`config.mk`:
```
export PLATFORM = sky130hd
export DESIGN_NAME = approx_rc_adder_pipe
export DESIGN_NICKNAME = d
export VERILOG_FILES = /design/src/rtl/approx_adder_pkg.sv /design/src/rtl/approx_adder_seg.sv /design/src/rtl/approx_rc_adder_pipe.sv
export SDC_FILE = /design/constraint.sdc
export NUM_CORES = 1
export LEC_CHECK = 0
export BUFFER_PORTS_ARGS = -buffer_cell sky130_fd_sc_hd__buf_2
export CORE_ASPECT_RATIO = 0.9
export CORE_MARGIN = 3
export CORE_UTILIZATION = 48
export DETAILED_ROUTE_END_ITERATION = 8
export PLACE_DENSITY = 0.86
export SYNTH_ARGS = -nofsm -noshare
export SYNTH_HDL_FRONTEND = slang
export SYNTH_SLANG_ARGS = --single-unit
```
`constraint.sdc`:
```
create_clock -name clk -period 4 [get_ports clk]
set_input_delay 0.2 -clock clk [delete_from_list [all_inputs] [get_ports clk]]
set_output_delay 0.2 -clock clk [all_outputs]
set_load 0.03 [all_outputs]
```
`src/rtl/approx_adder_pkg.sv`:
```
// approx_adder_pkg: cell functions and cell-kind type shared by the approximate adder
package approx_adder_pkg;

    typedef enum logic {CELL_EXACT, CELL_APPROX} cell_kind_e;

    // Approximate cell: carry is simply X, sum depends on X selecting AND or OR of Y,Z
    function automatic logic [1:0] approx_fa(input logic x, input logic y, input logic z);
        return {x, x ? (y & z) : (y | z)};
    endfunction

    function automatic logic [1:0] exact_fa(input logic x, input logic y, input logic z);
        return {(x & y) | (x & z) | (y & z), x ^ y ^ z};
    endfunction

endpackage

```
`src/rtl/approx_adder_seg.sv`:
```
// approx_adder_seg: combinational SEG_W-bit ripple segment mixing approximate and exact cells
module approx_adder_seg
    import approx_adder_pkg::*;
#(
    parameter int SEG_W       = 8,
    parameter int BASE_BIT    = 0,
    parameter int APPROX_BITS = 7
) (
    input  logic [SEG_W-1:0] a,
    input  logic [SEG_W-1:0] b,
    input  logic             approx,
    input  logic             cin,
    output logic [SEG_W-1:0] s,
    output logic             cout
);

    cell_kind_e kind;
    logic       c;
    logic [1:0] r;

    // Ripple through the segment, picking the cell kind by absolute bit position
    always_comb begin
        c    = cin;
        s    = '0;
        kind = CELL_EXACT;
        r    = '0;
        for (int i = 0; i < SEG_W; i++) begin
            kind = (approx && (BASE_BIT + i < APPROX_BITS)) ? CELL_APPROX : CELL_EXACT;
            r    = (kind == CELL_APPROX) ? approx_fa(a[i], b[i], c) : exact_fa(a[i], b[i], c);
            s[i] = r[0];
            c    = r[1];
        end
        cout = c;
    end

endmodule

```
`src/rtl/approx_rc_adder_pipe.sv`:
```
// approx_rc_adder_pipe: pipelined approximate ripple-carry adder; ERR_MONITOR_EN adds an error monitor
module approx_rc_adder_pipe
    import approx_adder_pkg::*;
#(
    parameter int WIDTH       = 16,
    parameter int APPROX_BITS = 7,
    parameter int STAGES      = 2,
    parameter int CNT_W       = 16
) (
    input  logic             clk,
    input  logic             rst_n,
    input  logic             in_valid,
    output logic             in_ready,
    input  logic [WIDTH-1:0] in_a,
    input  logic [WIDTH-1:0] in_b,
    input  logic             in_approx,
    output logic             out_valid,
    input  logic             out_ready,
    output logic [WIDTH:0]   out_sum
`ifdef ERR_MONITOR_EN
    ,
    input  logic             mon_clr,
    output logic [CNT_W-1:0] mon_count,
    output logic [WIDTH:0]   mon_maxerr
`endif
);

    localparam int SEG_W = WIDTH / STAGES;

    typedef struct packed {
        logic             v;
        logic             ap;
        logic [WIDTH-1:0] a;
        logic [WIDTH-1:0] b;
        logic [WIDTH-1:0] s;
        logic             c;
`ifdef ERR_MONITOR_EN
        logic [WIDTH:0]   ex;
`endif
    } stage_t;

    stage_t           st  [STAGES];
    stage_t           src [STAGES];
    stage_t           nx  [STAGES];
    logic [WIDTH-1:0] seg_s;
    logic [STAGES-1:0] seg_c;
    logic             adv;

    assign adv       = !st[STAGES-1].v || out_ready;
    assign in_ready  = adv;
    assign out_valid = st[STAGES-1].v;
    assign out_sum   = {st[STAGES-1].c, st[STAGES-1].s};

    // Each segment works on the incoming operands or on the previous stage's registered state
    always_comb begin
        src[0]    = '0;
        src[0].v  = in_valid;
        src[0].ap = in_approx;
        src[0].a  = in_a;
        src[0].b  = in_b;
`ifdef ERR_MONITOR_EN
        src[0].ex = {1'b0, in_a} + {1'b0, in_b};
`endif
        for (int k = 1; k < STAGES; k++) src[k] = st[k-1];
    end

    for (genvar k = 0; k < STAGES; k++) begin : g_seg
        approx_adder_seg #(
            .SEG_W      (SEG_W),
            .BASE_BIT   (k * SEG_W),
            .APPROX_BITS(APPROX_BITS)
        ) u_seg (
            .a     (src[k].a[k*SEG_W +: SEG_W]),
            .b     (src[k].b[k*SEG_W +: SEG_W]),
            .approx(src[k].ap),
            .cin   (src[k].c),
            .s     (seg_s[k*SEG_W +: SEG_W]),
            .cout  (seg_c[k])
        );
    end

    // Merge each segment's partial sum and carry into the state it forwards
    always_comb begin
        for (int k = 0; k < STAGES; k++) begin
            nx[k]                      = src[k];
            nx[k].s[k*SEG_W +: SEG_W]  = seg_s[k*SEG_W +: SEG_W];
            nx[k].c                    = seg_c[k];
        end
    end

    // All stages advance together on the global enable and freeze under backpressure
    always_ff @(posedge clk or negedge rst_n) begin
        if (!rst_n) begin
            for (int k = 0; k < STAGES; k++) st[k] <= '0;
        end else if (adv) begin
            for (int k = 0; k < STAGES; k++) st[k] <= nx[k];
        end
    end

`ifdef ERR_MONITOR_EN
    logic [WIDTH:0] ex_q;
    logic [WIDTH:0] diff;

    assign ex_q = st[STAGES-1].ex;
    assign diff = (out_sum > ex_q) ? out_sum - ex_q : ex_q - out_sum;

    // Count mismatching results and track the worst absolute error on each output transfer
    always_ff @(posedge clk or negedge rst_n) begin
        if (!rst_n) begin
            mon_count  <= '0;
            mon_maxerr <= '0;
        end else if (mon_clr) begin
            mon_count  <= '0;
            mon_maxerr <= '0;
        end else if (out_valid && out_ready && out_sum != ex_q) begin
            mon_count  <= (&mon_count) ? mon_count : mon_count + 1'b1;
            mon_maxerr <= (diff > mon_maxerr) ? diff : mon_maxerr;
        end
    end
`endif

endmodule
```
==> run_results.csv <==
group,metric,value,unit
sta,min_period,4.612,ns
global_route,grtUsageTotal,0.1548,
floorplanning,die_h,72.45,um
yosys,yosys.area.top_type_share,0.4676,
clock_tree,numCtsBuffers,5,
worst_setup_path,slowest_stage,"fa_2",
worst_setup_path,arrival,4.83,ns
clock_tree,cts-root-buf,"clkbuf_8",
layout,final_util,0.6207,
global_route,overflow,0,
layout,finalNetCount,284,
floorplanning,die_w,79.83,um
worst_setup_path,cp-start-kind,"input port",
power_and_ir_drop,peakVddDrop,0.2132,mV
worst_setup_path,reg2reg_depth,12,
power_and_ir_drop,pwr-share-clk,0.219,
sta,fin_skew,0.006664,ns
drt,dr.pass1.iters,4,
floorplanning,start_util,0.5114,
worst_setup_path,endpoint,"nx[8]",
yosys,ys_types,18,
yosys,synth.net_count,228,
yosys,synthesis.area,0.002355,mm^2
worst_setup_path,timing.rr.start,"src[0]",
global_route,grt_pass1_wl,6858,um
drt,initialDrtViolationCount,73,
worst_setup_path,critPathCaptureType,"flop",
sta,layout_setup_ws,-0.6120,ns
sta,holdWs,0.06138,ns
layout,layout_common_cells,"buf_2, dfrtp_1, mux2_4",
yosys,yosys_warnings,0,
drt,postRouteAntennaNets,0,
placed_design,place_ws,-0.9771,ns
worst_setup_path,reg2reg_slack,0.12,ns
floorplanning,die_area,0.005783,mm^2
drt,vias_per_cell,4.880,
job,max_cap_viol_count,0,
layout,final_layout_size_suffix_gt1_frac,0.5022,
yosys,synth_seq_area_share,0.4676,
clock_tree,numClockSinks,44,
power_and_ir_drop,p_sw,488.2,uW
worst_setup_path,r2r_end,"out_sum[15]",
clock_tree,clockBufferDepth,2,
sta,slew_headroom,0.3563,
power_and_ir_drop,p_int,964.4,uW
power_and_ir_drop,p_comb_frac,0.360,
yosys,yosysTopAreaCell,"dfrtp_1",
power_and_ir_drop,sw_frac_of_total,0.3361,
status,status,"finished with violations",
sta,rsz0062_at_grt,"yes",
global_route,antenna_found_initial,0,
worst_setup_path,crit_required,4.21,ns
placed_design,finalWeightedCongestion,0.6798,
drt,vias,1420,
worst_setup_path,critical_path_class,"in -> reg",
clock_tree,clk_pin_slew,0.08,ns
sta,finalSetupViolCount,3,
power_and_ir_drop,power_density,508.3,mW/mm^2
layout,final_cells,291,
layout,antenna_cells,0,
global_route,grt_max_degree,62,
yosys,synth_cells,174,
clock_tree,clk_latency,0.29,ns
layout,area_growth,21.36,%
yosys,synth-seq-cells,44,
sta,drv_slew,0,
placed_design,hpwl,3000,um
global_route,grt_pass1_vias,1520,
yosys,synth_area_leaders,"dfrtp_1, mux2_4, fa_1",
placed_design,dp_cells,285,
clock_tree,hold_buffers,0,
drt,drc,0,
sta,max_freq,216.8,MHz
drt,routedWlPerCell,14.31,um
floorplanning,core.rowCount,23,
power_and_ir_drop,p_leak,0.001369,uW
power_and_ir_drop,p_seq_frac,0.421,
layout,final_common_cell,"buf_2",
floorplanning,core-area,0.004604,mm^2
clock_tree,htreeDepth,2,
status,failed_checks,"setup timing",
worst_setup_path,cp_slowest_stage_delay,0.45,ns
sta,final_hold_viol_count,0,
sta,timing.final.crit_share,1.153,
worst_setup_path,startpoint,"in_a[0]",
worst_setup_path,worstPathMaxFanout,2,
placed_design,numPortBuffers,55,
clock_tree,cts_tree,"yes",
floorplanning,io_pins,56,
drt,routed_wl,4165,um
worst_setup_path,cp_cell_sequence,"buf_8 > ha_4 > mux2_4 > fa_2 > mux2_4 > fa_2 > mux2_4 > fa_2 > mux2_4 > fa_2 > mux2_4 > fa_2 > mux2_4 > fa_2 > mux2i_4 > fa_2 > a21oi_2",
worst_setup_path,cpMostUsedCell,"fa_2",
layout,fill_cells,371,
worst_hold_path,hp-class,"in -> async",
sta,tightest_slew,0.9655,ns
yosys,post_synth.cell_area_avg,13.53,um^2
## stage by stage
stage               cell area, um^2  TNS (ns)  power [uW]
floorplan                      2415    -1.368       990.8
global placement               2704    -2.155        1114
detailed placement             2704    -2.426        1134
CTS                            2843    -1.253        1460
global route                   2858    -1.542        1543
finish                         2858    -1.205        1453
## critical path, delay by kind of cell
family	cells	cell delay [ns]
AOI/OAI and AO/OA	1	0.12
adders and majority gates	8	2.56
buffers and inverters	1	0.10
muxes	7	1.84
## registers in the layout (all words and copies together), names as in the netlist
register / cells
src: 1
out_valid: 1
out_sum: 17
nx: 25
## cell families after synthesis
kind of cell    Yosys count  share of synthesized area
fa+ha+maj                17                     0.1382
mux                      35                     0.2062
flops                    44                     0.4676
buf+inv                  20                    0.04995
compound gates           22                    0.05632
simple gates             36                    0.08183
## area by class of cell
type / count / area, um^2 / area share
flip-flops and latches: 44 / 1101 / 0.3853
well taps: 62 / 77.57 / 0.02715
multi-input cells: 110 / 1221 / 0.4273
repair buffers: 58 / 317.8 / 0.1112
clock inverters: 1 / 30.03 / 0.01051
clock buffers: 5 / 68.82 / 0.02408
inverters: 11 / 41.29 / 0.01445
## cell usage after synthesis (all sizes together)
cell and number:
o211ai 6, mux2 33, inv 11, fa 15, a21oi 6, mux2i 2
nor2 12, nand2b 14, ha 2, nor2b 6, nand2 4, dfrtp 44
o21ai 4, buf 9, a31oi 6
## worst min path at each step
stage | endpoint | cells past startpoint | startpoint | slack (ns)
finish | nx[44] | 1 | rst_n | 0.06
global route | nx[25] | 3 | in_b[8] | 0.12
CTS | nx[29] | 1 | rst_n | 0.1
detailed placement | nx[43] | 1 | rst_n | 0.41
global placement | out_sum[11] | 1 | rst_n | 0.41
floorplan | nx[1] | 0 | rst_n | -0.1
## what timing repair did
item	4_1_cts	5_1_grt
setup buffers	0	0
gates resized for setup	13	4
endpoints found under the setup margin	5	4
pin swaps	3	2
## power by group through the flow
stage / clock, uW / sequential, uW / combinational [uW]
finish: 318 / 611 / 523
global route: 341 / 625 / 577
CTS: 322 / 612 / 526
detailed placement: 0 / 618 / 517
global placement: 0 / 614 / 500
floorplan: 0 / 742 / 249
## routing by layer
layer / track usage / routed length [um] / vias to the layer above
met4: 0.05066 / 61 / 0
met2: 0.2632 / 2053 / 34
met1: 0.1962 / 1851 / 693
met3: 0.03722 / 199 / 7
li1: - / - / 686
met5: 0 / 0 / -
No activity file was read; power rests on OpenSTA's default activity.
